--- src/rtl/flag_interval_monitor.sv ---
// flag_interval_monitor: receive-side checker for a periodic flag.
// Measures the clk_p cycle count between successive rising edges of flag_in,
// reports each interval and flags edges that arrive too early or not at all.
// A saturating event counter and a sticky error bit serve status readout.
module flag_interval_monitor #(
  parameter int CNT_W   = 16,
  parameter int EVT_W   = 16,
  parameter int MIN_PRD = 8,
  parameter int MAX_PRD = 12
) (
  input  logic             clk_p,
  input  logic             rst_n,
  input  logic             enable,
  input  logic             flag_in,
  input  logic             clr_stat,
  output logic [CNT_W-1:0] interval,
  output logic             interval_vld,
  output logic             err_early,
  output logic             err_late,
  output logic             err_sticky,
  output logic [EVT_W-1:0] flag_total
);

  typedef enum logic [1:0] {
    IDLE    = 2'd0,
    ARMED   = 2'd1,
    MEASURE = 2'd2
  } state_t;

  localparam logic [CNT_W-1:0] MIN_C = CNT_W'(MIN_PRD);
  localparam logic [CNT_W-1:0] MAX_C = CNT_W'(MAX_PRD);
  localparam logic [CNT_W-1:0] ONE_C = CNT_W'(1);

  state_t           state_q, state_d;
  logic             flag_prev_q, flag_prev_d;
  logic [CNT_W-1:0] tmr_q, tmr_d;
  logic [CNT_W-1:0] interval_q, interval_d;
  logic             vld_q, vld_d;
  logic             early_q, early_d;
  logic             late_q, late_d;
  logic             sticky_q, sticky_d;
  logic [EVT_W-1:0] total_q, total_d;

  logic             evt;
  logic             cnt_evt;

  // Rising edge of flag_in, only counted while monitoring is enabled.
  assign evt = enable & flag_in & ~flag_prev_q;

  // Edge-detect history follows flag_in every cycle, enabled or not.
  always_comb begin
    flag_prev_d = flag_in;
  end

  // Next-state, interval timer and strobe generation.
  always_comb begin
    state_d    = state_q;
    tmr_d      = tmr_q;
    interval_d = interval_q;
    vld_d      = 1'b0;
    early_d    = 1'b0;
    late_d     = 1'b0;
    cnt_evt    = 1'b0;
    if (!enable) begin
      // Dropping enable discards any measurement in flight silently.
      state_d = IDLE;
      tmr_d   = '0;
    end else begin
      unique case (state_q)
        // IDLE behaves like ARMED once enabled, so an edge seen in the first
        // enabled cycle (e.g. flag already high at reset release) is kept.
        IDLE, ARMED: begin
          if (evt) begin
            state_d = MEASURE;
            tmr_d   = ONE_C;
            cnt_evt = 1'b1;
          end else begin
            state_d = ARMED;
            tmr_d   = '0;
          end
        end
        MEASURE: begin
          if (evt) begin
            // An edge always wins over a timeout in the same cycle.
            interval_d = tmr_q;
            vld_d      = 1'b1;
            early_d    = (tmr_q < MIN_C);
            tmr_d      = ONE_C;
            cnt_evt    = 1'b1;
          end else if (tmr_q >= MAX_C) begin
            // Window closed without an edge: re-arm for a fresh reference.
            late_d  = 1'b1;
            state_d = ARMED;
            tmr_d   = '0;
          end else begin
            tmr_d = tmr_q + ONE_C;
          end
        end
        default: begin
          state_d = IDLE;
          tmr_d   = '0;
        end
      endcase
    end
  end

  // Statistics: saturating edge count and sticky error, set wins over clear.
  always_comb begin
    total_d  = total_q;
    sticky_d = sticky_q;
    if (clr_stat) begin
      total_d  = cnt_evt ? EVT_W'(1) : '0;
      sticky_d = 1'b0;
    end else if (cnt_evt && !(&total_q)) begin
      total_d = total_q + EVT_W'(1);
    end
    if (early_q || late_q) begin
      sticky_d = 1'b1;
    end
  end

  // State and output registers with synchronous active-low reset.
  always_ff @(posedge clk_p) begin
    if (!rst_n) begin
      state_q     <= IDLE;
      flag_prev_q <= 1'b0;
      tmr_q       <= '0;
      interval_q  <= '0;
      vld_q       <= 1'b0;
      early_q     <= 1'b0;
      late_q      <= 1'b0;
      sticky_q    <= 1'b0;
      total_q     <= '0;
    end else begin
      state_q     <= state_d;
      flag_prev_q <= flag_prev_d;
      tmr_q       <= tmr_d;
      interval_q  <= interval_d;
      vld_q       <= vld_d;
      early_q     <= early_d;
      late_q      <= late_d;
      sticky_q    <= sticky_d;
      total_q     <= total_d;
    end
  end

  assign interval     = interval_q;
  assign interval_vld = vld_q;
  assign err_early    = early_q;
  assign err_late     = late_q;
  assign err_sticky   = sticky_q;
  assign flag_total   = total_q;

endmodule
--- config.mk ---
export PLATFORM = sky130hd
export DESIGN_NAME = flag_interval_monitor
export DESIGN_NICKNAME = d
export VERILOG_FILES = /design/src/rtl/flag_interval_monitor.sv
export SDC_FILE = /design/constraint.sdc
export NUM_CORES = 1
export LEC_CHECK = 0
export CELL_PAD_IN_SITES_DETAIL_PLACEMENT = 2
export CELL_PAD_IN_SITES_GLOBAL_PLACEMENT = 2
export CORE_ASPECT_RATIO = 1.4
export CORE_MARGIN = 2
export CORE_UTILIZATION = 31
export CTS_CLUSTER_SIZE = 28
export DETAILED_ROUTE_END_ITERATION = 12
export GPL_TIMING_DRIVEN = 0
export PLACE_DENSITY_LB_ADDON = 0.1
export SLEW_MARGIN = 10
export SYNTH_ARGS = -nofsm -noshare
export SYNTH_HDL_FRONTEND = slang
export SYNTH_SLANG_ARGS = --single-unit
--- constraint.sdc ---
create_clock -name clk_p -period 2.2 [get_ports clk_p]
set_clock_uncertainty 0.15 [all_clocks]
set_input_delay 0.44 -clock clk_p [delete_from_list [all_inputs] [get_ports clk_p]]
set_output_delay 0.44 -clock clk_p [all_outputs]
set_load 0.05 [all_outputs]
* Yosys cells after proc, flatten, opt, wreduce, memory -nomap -nowiden
Cells that the tools add are included.
** Cells by class
- Add/subtract/negate cells :: 2
- Equal/unequal tests :: 4
- $lt $le $gt $ge :: 2
- Mux-type cells :: 17
- Reductions and logical operators :: 15
- Bitwise operators :: 6
** Operators with widths (number)
- 16-bit 2-to-1 mux :: 4
- 16-bit by 1-bit adder with 16-bit output, second input constant :: 2
- 16-bit case mux with 2 select lines :: 1
- 16-bit by 4-bit >= comparator with 1-bit output, second input constant :: 1
- 16-bit by 4-bit < comparator with 1-bit output, second input constant :: 1
- 16-bit AND reduction :: 1
- 1-bit 2-to-1 mux :: 8
- 2-bit 2-to-1 mux :: 3
- 3-bit AND reduction :: 2
- 2-bit != test, second input constant :: 2
- 1-bit NOT :: 4
- 2-bit case mux with 2 select lines :: 1
- 2-bit AND reduction :: 2
- 4-bit AND reduction :: 1
- 2-bit nonzero test :: 2
- 4-bit OR reduction :: 1
- 3-bit OR reduction :: 1
- 1-bit AND :: 2
- 2-bit by 1-bit equality test with 1-bit output, second input constant :: 1
- 2-bit equality test, second input constant :: 1
- 2-bit zero test :: 1
- 2-bit OR reduction :: 1
- 1-bit logical AND :: 1
- 1-bit zero test :: 1
- 1-bit logical OR :: 1
** Word-level totals
- Register bits :: 55
- Output and inout bits :: 36
- Word-level logic and storage cells :: 55

* Longest topological paths before layout
- Depth after elaboration :: 8
- Depth in mapped cells :: 6

* Worst setup path after synthesis
No wires, ideal clock.
- Kind :: flip-flop to flip-flop
- From :: reg total_q[0], in the netlist flag_total[0]
- To :: reg total_q[12], in the netlist flag_total[12]
- Setup slack :: 102 ps
- Clock period less this slack :: 2098 ps
- Stages on the path, launching flop included :: 6
- Buffers on the path :: 0
- Arrival :: 1878 ps
- Path through :: dfxtp_1 > ha_1 > and4_4 > o211ai_4 > or4_1 > a21oi_1
** On the way
- Word-level cells in the longest chain between the ends :: 4
- Elaborated cells on any way between the ends :: 7
- Classes of those cells :: add/sub (1); mux (2); reduce/logical (4)
** RTL lines
- start, declared :: RTL line 42 : logic [EVT_W-1:0] total_q, total_d;
- start signal, assigned :: RTL line 143 : total_q <= total_d;
- branches (longest 4 deep; another with 16-bit by 1-bit adder with 16-bit output)
Parallel ways; which one is timed is not known. The select of a mux whose other input is x is not followed.
A chain may end at the register's enable or synchronous reset.

* Final worst setup path
- From :: reg total_q[6], in the netlist flag_total[6]
- To :: out flag_total[6]
** RTL lines
- end, declared :: RTL line 21 : output logic [EVT_W-1:0] flag_total
No word-level cell between the ends.

==> impl_metrics.csv <==
group,metric,value,unit
finish,layout_common_cells,"dfxtp_1 (55), nand2_1 (47), clkdlybuf4s50_1 (27), conb_1 (12), a21oi_1 (10)",
place,dp_cells,386,
timing,rsz0062_at_grt,"false",
detailed_routing,routed_wl,6240,µm
detailed_routing,drt-pass1-iter-count,4,
synthesis,synthArstFlopShare,0,%
job,cap_viol_max_count,0,
floorplan,die_y,105,µm
synthesis,synthFlopType,"dfxtp_1",
synthesis,synth_edf_count,0,
synthesis,ys_ff_latch,55,
setup_path,crit_start,"flag_total[6]",
finish,utilization,41.8,%
detailed_routing,drcViolationCount,0,
floorplan,io_pins,41,
global_routing,grt_pass1_vias,2082,
finish,syn_to_final_growth,29.6,%
clock_network,cts_max_path_buffers,2,
timing,slew_viol_final,0,
setup_path,crit_path_cell_trace,"clkdlybuf4s50_1",
detailed_routing,drtIter0Drc,43,
global_routing,grt_max_degree,20,
setup_path,reg2reg_slack,0.20,ns
clock_network,cts_hold_buf,0,
setup_path,crit_path_end_kind,"output pin",
synthesis,avgSynthCellArea,9.43,µm²
finish,n_antenna_cell,0,
global_routing,antenna_found_initial,0,
pwr,p_leak,1.12,nW
global_routing,grt_pass1_wl,10400,µm
synthesis,synth.mux.area_fraction,1.77,%
finish,final_common_cell,"dfxtp_1",
detailed_routing,routed_via_density,4.97,
global_routing,grt_usage,16.4,%
clock_network,cts_buffers,5,
setup_path,path_class,"reg -> out",
timing,min_period_over_period,97.2,%
setup_path,cp_data_required_time,1.61,ns
timing,holdWs,0.319,ns
synthesis,yosys.area_share.simple,28.4,%
clock_network,clk_latency,0.32,ns
clock_network,postCtsSetupRepairBufs,0,
clock_network,htree_levels,2,
min_path,min_path_type,"reg -> reg",
setup_path,crit_end,"flag_total[6]",
pwr,power_density,585,mW/mm²
setup_path,reg2reg_depth,6,
floorplan,rows,36,
timing,max_slew_margin,50.4,%
clock_network,path_clk_slew,0.11,ns
timing,fmaxAchievable,0.467,GHz
finish,nets,306,
setup_path,slowest_delay,0.83,ns
synthesis,synth.distinct_cells,51,
timing,setup_viol_count_final,0,
setup_path,crit_family,"buffers and inverters",
setup_path,critPathMaxFanout,5,
floorplan,die_width,76.2,µm
synthesis,synth_compound_area_share,14.9,%
timing,min_period,2.14,ns
floorplan,die_area,0.00801,mm²
global_routing,grt-ovfl-total,0,
setup_path,crit_cells,1,
place,place.gp.congestion,0.846,
place,dp_hpwl,4680,µm
setup_path,crit_buf_inv,1,
pwr,ir_drop,0.285,mV
finish,layout.cells.non_filler,394,
synthesis,syn_area,0.00226,mm²
setup_path,r2r-end,"flag_total[5]",
synthesis,ys_seq_area_share,48.6,%
synthesis,synth_top_family_by_area,"simple AND/OR/NAND/NOR gates",
place,port_buffers,40,
clock_network,cts.sinks,55,
synthesis,syn_inst,240,
setup_path,startpoint_type,"flop",
detailed_routing,via_count,1958,
floorplan,start_util,32.2,%
timing,hold_viol,0,
detailed_routing,ant_nets,0,
synthesis,yosysWarnings,0,
setup_path,critPathSlowestCell,"clkdlybuf4s50_1",
setup_path,cp.arrival,1.55,ns
synthesis,synthXorXnorAreaFrac,0.774,%
setup_path,regToRegStartpoint,"flag_total[0]",
timing,tightest_slew,0.734,ns
floorplan,core,0.00703,mm²
clock_network,ctsRootBufferMaster,"clkbuf_8",
detailed_routing,post_drt_wl_per_cell,15.8,µm
finish,drive_gt1_share,8.70,%
clock_network,cts_tree,"built",
run_status,outcome,"finished clean",
synthesis,synth_fa_ha_area_share,1.66,%
report_power, final:
part           leakage, nW  switching [mW]  internal, mW
logic                0.623          0.0493        0.0318
registers            0.448          0.0115          1.01
clock network       0.0463           0.377         0.235
total                 1.12           0.438          1.28
tightest hold or removal path, delay by kind of cell, from the launching register on:
kind | cells | cell delay (ns)
flip-flops | 1 | 0.33
AND/OR/NAND/NOR | 1 | 0.05
AO/OA/AOI/OAI | 1 | 0.05
kinds of logic after synthesis:
kind of cell | count (synthesis)
fa+ha+maj | 3
buf+inv | 14
compound gates | 47
mux | 4
flops | 55
simple gates | 114
other cells | 1
xor+xnor | 2
area by class of cell:
cell class / count / area [µm²]
repair buffers: 40 / 407
clock inverters: 3 / 27.5
fillers: 811 / 4090
well taps: 95 / 119
clock buffers: 5 / 68.8
inverters: 4 / 15.0
flip-flops and latches: 55 / 1100
plain buffers: 10 / 71.3
multi-input cells: 182 / 1120
state kept, by name, indices dropped and copies added, names as in the netlist:
signal and cells:
flag_total 16, interval 16, tmr_q 16, state_q 2, err_early 1, err_late 1, err_sticky 1, flag_prev_q 1
interval_vld 1
routing by layer:
metal  track usage, %  routed length, µm  up-vias
li1                 -                  -      961
met1             18.4               2510      966
met2             31.4               3540       27
met3             2.68                143        4
met4             4.42                 47        0
met5                0                  0        -
worst min-delay path by stage:
stage / cells after the start / slack [ns] / from / end
floorplan: 2 / 0.28 / tmr_q[14] / interval[14]
global placement: 2 / 0.30 / interval[12] / interval[12]
detailed placement: 2 / 0.31 / interval[6] / interval[6]
CTS: 2 / 0.32 / interval[11] / interval[11]
global route: 2 / 0.33 / interval[14] / interval[14]
finish: 2 / 0.32 / interval[11] / interval[11]
per-stage QoR:
| stage | setup TNS (ns) | area, µm² | setup WS, ns | power [mW] |
|---|---|---|---|---|
| finish | 0 | 2930 | 0.0606 | 1.72 |
| global route | 0 | 2930 | 0.0157 | 1.79 |
| CTS | 0 | 2910 | 0.00630 | 1.74 |
| detailed placement | -4.26 | 2820 | -0.304 | 1.13 |
| global placement | -3.59 | 2820 | -0.274 | 1.13 |
| floorplan | 0 | 2300 | 0.102 | 1.09 |
repair_timing:
item,in CTS,in global routing
pin swaps,0,0
endpoints found under the setup margin,7,17
resized for setup,7,9
endpoints found under the hold margin,0,0
synth_stat cells, types with 3 or more instances:
| library cell | count | share of area [%] |
|---|---|---|
| nand2b_1 | 6 | 1.7 |
| a21oi_1 | 10 | 2.2 |
| mux2i_1 | 4 | 1.8 |
| nor4_1 | 5 | 1.4 |
| nand3_1 | 8 | 1.8 |
| nand2_1 | 47 | 7.8 |
| o31ai_1 | 5 | 1.7 |
| and2_1 | 4 | 1.1 |
| a21boi_1 | 8 | 2.7 |
| o21ai_0 | 5 | 1.1 |
| ha_1 | 3 | 1.7 |
| nand4_1 | 5 | 1.4 |
| clkbuf_1 | 3 | 0.50 |
| a21boi_0 | 9 | 3.0 |
| and4_1 | 3 | 1.2 |
| nor2_1 | 6 | 0.99 |
| dfxtp_1 | 55 | 49 |
| or4_1 | 5 | 1.7 |
| inv_1 | 4 | 0.66 |
| nor2b_1 | 3 | 0.83 |
No activity file was read; power rests on OpenSTA's default activity.
